### src/rtl/seg_crono_pkg.sv
// Shared types and constants for the seg_cronometro stopwatch.
//   crono_state_e : stopwatch state (STOP / RUN / HOLD)
//   bcd_time_t    : packed MM:SS value in BCD, one field per display digit
//   BCD_U_MAX     : highest units digit (9)
//   BCD_T_MAX     : highest tens digit for seconds/minutes (5)
//   DEF_*         : default parameter values for the top level
package seg_crono_pkg;

    typedef enum logic [1:0] {
        ST_STOP = 2'd0,
        ST_RUN  = 2'd1,
        ST_HOLD = 2'd2
    } crono_state_e;

    typedef struct packed {
        logic [2:0] min_d;
        logic [3:0] min_u;
        logic [2:0] sec_d;
        logic [3:0] sec_u;
    } bcd_time_t;

    localparam logic [3:0] BCD_U_MAX       = 4'd9;
    localparam logic [2:0] BCD_T_MAX       = 3'd5;
    localparam int         DEF_SYNC_STAGES = 2;
    localparam int         DEF_MIN_MAX     = 59;

endpackage

### src/rtl/seg_sync_edge.sv
// Synchroniser plus rising-edge detector for a slow asynchronous input.
//   clk   in  : sampling clock
//   rst   in  : asynchronous active-high reset
//   din   in  : asynchronous level to be synchronised
//   rise  out : combinational rising-edge indication, valid one cycle before tick
//   tick  out : registered one-cycle pulse per detected rising edge
// STAGES is the synchroniser depth and must be at least 2.
// A rising edge of din first sampled on edge 0 raises tick during the cycle
// after edge STAGES.
module seg_sync_edge #(
    parameter int STAGES = 2
) (
    input  logic clk,
    input  logic rst,
    input  logic din,
    output logic rise,
    output logic tick
);

    logic [STAGES-1:0] sync;
    logic [STAGES:0]   arm_sr;
    logic              prev;
    logic              sync_out;
    logic              armed;

    assign sync_out = sync[STAGES-1];

    // armed only rises once every synchroniser flop and prev hold real samples
    // taken after reset release. A level that was already high at release
    // therefore never looks like an edge coming out of the reset-zero chain.
    assign armed = arm_sr[STAGES];
    assign rise  = armed & sync_out & ~prev;

    always_ff @(posedge clk or posedge rst) begin
        if (rst) begin
            sync   <= '0;
            arm_sr <= '0;
            prev   <= 1'b0;
            tick   <= 1'b0;
        end else begin
            sync   <= {sync[STAGES-2:0], din};
            arm_sr <= {arm_sr[STAGES-1:0], 1'b1};
            prev   <= sync_out;
            tick   <= rise;
        end
    end

endmodule

### src/rtl/seg_cronometro.sv
// MM:SS start/stop/clear stopwatch driven by the board's 1 s square wave.
//   mclk        in  : 50 MHz system clock
//   reset       in  : asynchronous active-high reset
//   seg_in      in  : asynchronous 1 s square wave; each rising edge is one second
//   start_stop  in  : one-cycle pulse, toggles run/stop
//   clear       in  : one-cycle pulse, zeroes the count and stops (highest priority)
//   lap         in  : one-cycle pulse, freezes/unfreezes the display (lap build only)
//   sec_u/sec_d : BCD seconds digits
//   min_u/min_d : BCD minutes digits
//   tick_o      out : one-cycle pulse per seg_in rising edge, regardless of state
//   running     out : registered "not STOP", lags the state by one cycle
//   wrap_o      out : one-cycle pulse when MIN_MAX:59 rolls over to 00:00
// Build option: define SEG_CRONO_LAP_EN to enable the HOLD (lap) state.
//
// state   | meaning
// --------+---------------------------------------------------------
// ST_STOP | count frozen, ticks ignored by the counter
// ST_RUN  | counter advances on every tick, outputs show live count
// ST_HOLD | counter advances, outputs show the frozen lap copy
module seg_cronometro
    import seg_crono_pkg::*;
#(
    parameter int SYNC_STAGES = DEF_SYNC_STAGES,
    parameter int MIN_MAX     = DEF_MIN_MAX
) (
    input  logic       mclk,
    input  logic       reset,
    input  logic       seg_in,
    input  logic       start_stop,
    input  logic       clear,
    input  logic       lap,
    output logic [3:0] sec_u,
    output logic [2:0] sec_d,
    output logic [3:0] min_u,
    output logic [2:0] min_d,
    output logic       tick_o,
    output logic       running,
    output logic       wrap_o
);

    localparam logic [2:0] MIN_D_MAX = 3'(MIN_MAX / 10);
    localparam logic [3:0] MIN_U_MAX = 4'(MIN_MAX % 10);

    crono_state_e state;
    bcd_time_t    live;
    bcd_time_t    nxt;
    bcd_time_t    shown;
    logic         rise;
    logic         adv;
    logic         at_max;

    seg_sync_edge #(
        .STAGES (SYNC_STAGES)
    ) u_sync_edge (
        .clk  (mclk),
        .rst  (reset),
        .din  (seg_in),
        .rise (rise),
        .tick (tick_o)
    );

    // The counter uses the pre-register edge so it moves on the same clock
    // edge that raises tick_o.
    assign adv = rise & (state != ST_STOP);

    assign at_max = (live.min_d == MIN_D_MAX) && (live.min_u == MIN_U_MAX) &&
                    (live.sec_d == BCD_T_MAX) && (live.sec_u == BCD_U_MAX);

    always_comb begin
        nxt = live;
        if (at_max) begin
            nxt = '0;
        end else if (live.sec_u != BCD_U_MAX) begin
            nxt.sec_u = live.sec_u + 4'd1;
        end else begin
            nxt.sec_u = '0;
            if (live.sec_d != BCD_T_MAX) begin
                nxt.sec_d = live.sec_d + 3'd1;
            end else begin
                nxt.sec_d = '0;
                if (live.min_u != BCD_U_MAX) begin
                    nxt.min_u = live.min_u + 4'd1;
                end else begin
                    nxt.min_u = '0;
                    nxt.min_d = live.min_d + 3'd1;
                end
            end
        end
    end

    // A coincident tick is applied with the old state before the transition
    // takes effect, so stopping in a tick cycle still counts that second.
    always_ff @(posedge mclk or posedge reset) begin
        if (reset) begin
            state   <= ST_STOP;
            live    <= '0;
            running <= 1'b0;
            wrap_o  <= 1'b0;
        end else begin
            running <= (state != ST_STOP);
            wrap_o  <= 1'b0;
            if (clear) begin
                live  <= '0;
                state <= ST_STOP;
            end else begin
                if (adv) begin
                    live   <= nxt;
                    wrap_o <= at_max;
                end
                case (state)
                    ST_STOP: begin
                        if (start_stop) state <= ST_RUN;
                    end
                    ST_RUN: begin
                        if (start_stop) state <= ST_STOP;
`ifdef SEG_CRONO_LAP_EN
                        else if (lap) state <= ST_HOLD;
`endif
                    end
`ifdef SEG_CRONO_LAP_EN
                    ST_HOLD: begin
                        if (start_stop) state <= ST_STOP;
                        else if (lap)   state <= ST_RUN;
                    end
`endif
                    default: state <= ST_STOP;
                endcase
            end
        end
    end

`ifdef SEG_CRONO_LAP_EN
    bcd_time_t disp;
    logic      hold_enter;

    // start_stop wins over lap in RUN, so only a lone lap freezes the display.
    assign hold_enter = (state == ST_RUN) & lap & ~start_stop;

    // The frozen copy includes a tick landing on the same edge, matching what
    // the live count reads the cycle after the lap press.
    always_ff @(posedge mclk or posedge reset) begin
        if (reset) begin
            disp <= '0;
        end else if (clear) begin
            disp <= '0;
        end else if (hold_enter) begin
            disp <= adv ? nxt : live;
        end
    end

    assign shown = (state == ST_HOLD) ? disp : live;
`else
    logic unused_lap;
    assign unused_lap = lap;
    assign shown      = live;
`endif

    assign sec_u = shown.sec_u;
    assign sec_d = shown.sec_d;
    assign min_u = shown.min_u;
    assign min_d = shown.min_d;

endmodule

### config.mk
export PLATFORM = sky130hd
export DESIGN_NAME = seg_cronometro
export DESIGN_NICKNAME = d
export VERILOG_FILES = /design/src/rtl/seg_crono_pkg.sv /design/src/rtl/seg_sync_edge.sv /design/src/rtl/seg_cronometro.sv
export SDC_FILE = /design/constraint.sdc
export NUM_CORES = 1
export LEC_CHECK = 0
export BUFFER_PORTS_ARGS = -buffer_cell sky130_fd_sc_hd__buf_2
export CAP_MARGIN = 20
export CORE_MARGIN = 4
export CORE_UTILIZATION = 50
export CTS_CLUSTER_SIZE = 30
export DETAILED_ROUTE_END_ITERATION = 6
export PLACE_DENSITY = 0.74
export SLEW_MARGIN = 20
export SYNTH_ARGS = -nofsm -noshare
export SYNTH_HDL_FRONTEND = slang
export SYNTH_SLANG_ARGS = --single-unit
### constraint.sdc
create_clock -name mclk -period 3.77 [get_ports mclk]
set_input_delay 0.1885 -clock mclk [delete_from_list [all_inputs] [get_ports mclk]]
set_output_delay 0.1885 -clock mclk [all_outputs]
set_load 0.02 [all_outputs]
# [Yosys cells after proc, flatten, opt, wreduce, memory -nomap -nowiden]
# Index checks and enable logic that the tools add are counted.
# W data, S select, Z words.
[classes] n_addsub=4 n_eq_ne=13 mux=15 bitwise=4 reduce_logical=10
[ops] cell="$mux W14" n=3
[ops] cell="$ne A3 B3 Y1 const B" n=6
[ops] cell="$mux W10" n=1
[ops] cell="$add A4 B1 Y4 const B" n=2
[ops] cell="$eq A4 B4 Y1 const B" n=2
[ops] cell="$mux W4" n=2
[ops] cell="$ne A4 B4 Y1 const B" n=2
[ops] cell="$mux W7" n=1
[ops] cell="$add A3 B1 Y3 const B" n=2
[ops] cell="$eq A3 B3 Y1 const B" n=2
[ops] cell="$mux W2" n=3
[ops] cell="$mux W3" n=2
[ops] cell="$pmux W2 S2" n=1
[ops] cell="$reduce_and A2 Y1" n=2
[ops] cell="$reduce_and A4 Y1" n=1
[ops] cell="$reduce_bool A2 Y1" n=2
[ops] cell="$and A1 B1 Y1" n=3
[ops] cell="$logic_and A1 B1 Y1" n=3
[ops] cell="$reduce_and A3 Y1" n=1
[ops] cell="$eq A2 B1 Y1 const B" n=1
[ops] cell="$logic_not A2 Y1" n=1
[ops] cell="$mux W1" n=2
[ops] cell="$not A1 Y1" n=1
[word_totals] ff_bits=25 inputBits=6 out_inout_bits=17 elab_cells=57

# [Longest topological paths before layout]
[logic_depth] ltp_word=7 mapped_depth=7 mapped_depth_nobuf=6

# [Cells and area by module]
# From an unflattened synthesis, not the netlist that was laid out.
[hier_totals] hier_cells=114 hier_area_um2=1197.4
[by_module_without_submodules] mod="seg_cronometro" instances=1 cells_each=104 area_per_inst_um2=1006.0 seq_area_each_um2=425.4
[by_module_without_submodules] mod="seg_sync_edge" instances=1 cells_each=10 area_per_inst_um2=191.4 seq_area_each_um2=175.2

# [Worst setup path after synthesis]
# Ideal clock, no wire load.
[synth_timing] kind="register to register" start="reg live, in the netlist sec_u[0]" end="reg live, in the netlist min_d[2]" setup_ps=131 arrival_time_ps=1643 required_ps=3639 setup_slack_ps=1996 stages_incl_launch_ff=7 path_buffers=1 synth_period_minus_slack_ps=1774 path_cell_list="dfrtp_1 > ha_1 > and3b_2 > buf_6 > nand4_4 > and3b_1 > or3_1"
[synth_via] elab_chain_cells=5 word_cells_on_any_way=10 cone_classes="eq/ne: 5; mux: 3; reduce/logical: 2"
[synth_lines] item="from (decl)" line="seg_cronometro.sv:45" rtl="bcd_time_t live;"
[synth_lines] item="from (signal assigned)" line="seg_cronometro.sv:107" rtl="live <= nxt;"
[synth_lines] item="$eq A4 B4 Y1" line="seg_cronometro.sv:67" rtl="(live.sec_d == BCD_T_MAX) && (live.sec_u == BCD_U_MAX);"
[synth_lines] item="$logic_and A1 B1 Y1" line="seg_cronometro.sv:67"
[synth_lines] item="$mux W14" line="seg_cronometro.sv:71" rtl="if (at_max) begin"
[synth_lines] item="$mux W14" line="seg_cronometro.sv:106" rtl="if (adv) begin"
[synth_lines] item="$mux W14" line="seg_cronometro.sv:102" rtl="if (clear) begin"
# Several ways; a longest one is shown, not always the timed one. The select of a mux whose other input is x is not followed.
# A chain may end at the register's enable or synchronous reset.

# [Worst setup path after layout]
[layout_timing] start="reg live, in the netlist sec_u[1]" end="reg live, in the netlist min_d[2]"
# The elaborated chain is that of the path after synthesis.

==> summary.md <==
| Metric | Value |
|---|---|
| Min Tclk post-route | `1851 ps` |
| Async S/R FF share, synth | `100.0%` |
| H-Tree Depth | `1` |
| Cell Rows | `17` |
| Normalized max-slew margin | `41.90%` |
| Largest net degree at the start of global routing | `25` |
| Clock Tree Root | `clkbuf_4` |
| Slowest-stage cell, CP | `dfrtp_1` |
| Synth cell count leaders | `dfrtp_1, a21oi_1, nand2_1` |
| CTS buffer count | `3` |
| WL/cell | `12.90 um` |
| Placer Congestion | `0.7354` |
| Filler cell count | `197` |
| Ranking of synthesized cells by area | `dfrtp_1, ha_1, a21oi_1` |
| IR drop worst, VDD | `0.2429 mV` |
| GR Overflow Total | `0` |
| Post-synthesis cell type with the largest combined area | `dfrtp_1` |
| Yosys Warn Count | `0` |
| Synthesis-stage register bit count | `24` |
| Worst-skew pair later-pin latency | `310 ps` |
| EDFF count, synth | `0` |
| RSZ-0062 raised after global routing | `false` |
| Dpl hpwl | `1.463 mm` |
| Dominant synthesized flop cell | `dfrtp_1` |
| PD cells | `367.8 nW/um^2` |
| Cell with the most instances after synthesis | `dfrtp_1` |
| # diodes | `0` |
| CP bufs+invs | `1` |
| Fmax | `540.3 MHz` |
| PortBufs | `21` |
| Syn_nets | `117` |
| Final hold vios | `0` |
| Clock skew | `2.545 ps` |
| Net count, final | `140` |
| CTS sink cnt | `24` |
| Setup TNS Final | `0 ps` |
| Worst Hold Class | `in2async` |
| Final hold slack | `27.34 ps` |
| Vias per cell | `5.529` |
| Setup violators final | `0` |
| Initial DRT Pass Iterations | `4` |
| Status | `finished clean` |
| CP endpoint kind | `flop` |
| Die Wd | `55.80 um` |
| Synthesized area per cell | `10.88 sq um` |
| Post-synth top area share | `52.57%` |
| DIE AREA | `3114 sq um` |
| Synth Instances | `105` |
| Die Y | `55.80 um` |
| Max-slew violation count | `0` |
| Routed Antenna Nets | `0` |
| Via count | `857` |
| CTS tree | `built` |
| Worst-Margin Slew | `870.5 ps` |
| Post-CTS sizing | `0` |
| Sequential cell area | `600.6 sq um` |
| Crit path max fanout | `8` |
| DRC Markers | `0` |
| GRT Overall Usage | `14.10%` |
| Fin crit share | `49.09%` |
| Worst path max stage delay | `450 ps` |
| Detailed Route WL | `2.000 mm` |
| Area of the multi-input gates | `480.5 sq um` |
| Static Leakage | `0.0006673 uW` |
| Sequential share of the synthesized area | `52.57%` |
| Crit-path cells | `inv_1, ha_1, and3b_2, nand4_4, and3b_1, or3_1` |
| Critical path type | `reg2reg` |
| I/O Pins | `23` |
| Synth-to-layout area growth | `14.35%` |
| Pwr Total | `480.5 uW` |
| Clk buf depth | `2` |
| Max-Cap Viols | `0` |
| Yosys cell types | `32` |
| 1st-iter DRT viols | `13` |
| Worst-path clk slew | `130 ps` |
| CP Data Arrival Time | `2060 ps` |
| Std-Cell Core Area | `2191 sq um` |
| Initial antenna violation count | `0` |
| Endpoint required time on the critical path | `3980 ps` |
| Starting density of the core | `52.14%` |
| Fraction of layout cells with a size suffix above 1 | `23.62%` |
| Post-Synthesis Cell Area | `1142 sq um` |
| Crit start category | `flop` |
| Number of global-route vias before repair | `803` |
| Global-route wire length before repair | `3.505 mm` |
| CP delay by family, top | `simple AND/OR/NAND/NOR gates` |
-- stage by stage --
stage / std cells / cell area, sq um / util [%] / worst slack (ps)
2_1_floorplan: 105 / 1142 / - / 1996
3_3_place_gp: 150 / 1244 / 56.77 / 2002
3_5_place_dp: 150 / 1244 / 56.77 / 1935
4_1_cts: 155 / 1306 / 59.62 / 1910
5_1_grt: 155 / 1306 / 59.62 / 1809
6_report: 155 / 1306 / 59.62 / 1919
-- placed cells by master (no fill, tap or decap) --
cell / n
nand2_1: 8
or3_1: 5
buf_2: 21
a21oi_1: 9
a211o_1: 1
ha_1: 6
xnor2_1: 1
nor4b_1: 1
dlygate4sd3_1: 1
inv_1: 6
a41o_1: 1
and4b_1: 1
nor4_1: 1
bufinv_16: 1
nand4_4: 1
nor3b_1: 2
o21ai_0: 3
nand4b_1: 1
mux2i_1: 1
clkbuf_4: 3
a21o_1: 1
nor2_1: 7
nand3_1: 3
a21boi_0: 1
and3b_1: 1
dfrtp_1: 24
o31ai_1: 2
and3b_2: 3
and2_1: 2
a31o_2: 1
nand3b_1: 2
nor3_1: 4
nand4_1: 1
conb_1: 1
-- repair_timing --
action,CTS,global route
setup buffers,0,0
hold buffers,1,0
endpoints found under the setup margin,0,0
endpoints found under the hold margin,1,0
-- power by group --
part           internal [uW]  switching, uW
Clock                    107           77.2
Combinational           8.67           17.2
Sequential               265           5.25
-- layer usage --
metal	vias to the layer above	share of wire, %	track usage, %	routed length [um]
met5	-	0	0	0
met4	0	1.8	7.292	37
met3	4	5.3	2.320	106
met2	25	47	23.14	946
met1	417	45	17.75	909
li1	411	-	-	-
-- cell families after synthesis --
logic type / after synthesis / synth area share (%)
buffers and inverters: 10 / 5.366
multiplexers: 1 / 0.8763
flip-flops: 24 / 52.57
AND/OR/NAND/NOR: 43 / 23.22
adder cells (fa/ha/maj): 6 / 6.572
XOR/XNOR: 1 / 0.7668
other: 1 / 0.3283
AO/OA/AOI/OAI: 19 / 10.30
-- area by class of cell --
class                   count  share of cell area [%]
clock inverters             1                   2.299
clock buffers               3                   1.724
repair buffers             22                   8.812
flip-flops and latches     24                   45.98
well taps                  28                   2.682
inverters                   6                   1.724
multi-input cells          71                   36.78
-- path summary, 6_finish.rpt --
check                           cells after the start  slack [ps]                       endpoint                     startpoint
worst max-delay path                                6        1920           min_d[2]$_DFFE_PP0P_           sec_u[1]$_DFFE_PP0P_
worst min-delay path                                2          30           sec_d[0]$_DFFE_PP0P_                          reset
worst max register to register                      6        1920           min_d[2]$_DFFE_PP0P_           sec_u[1]$_DFFE_PP0P_
worst min register to register                      0         360  u_sync_edge.sync[1]$_DFF_PP0_  u_sync_edge.sync[0]$_DFF_PP0_
max in group asynchronous                           2        3210           min_d[2]$_DFFE_PP0P_                          reset
min in group mclk                                   3         120           state[0]$_DFFE_PP0P_                     start_stop
-- worst reg2reg max path, stage by stage, from the launching register on --
cell and delay [ps]:
dfrtp_1 450, inv_1 70, ha_1 180, and3b_2 320
nand4_4 160, and3b_1 200, or3_1 360
-- state kept, by name, summed over array words and instances, names as in the netlist --
name,cells
min_d,3
sec_d,3
u_sync_edge.prev,1
u_sync_edge.sync,2
state,1
wrap_o,1
sec_u,4
min_u,4
u_sync_edge.tick,1
u_sync_edge.arm_sr,3
running,1
Note: power is estimated with default switching activity, not from simulation.
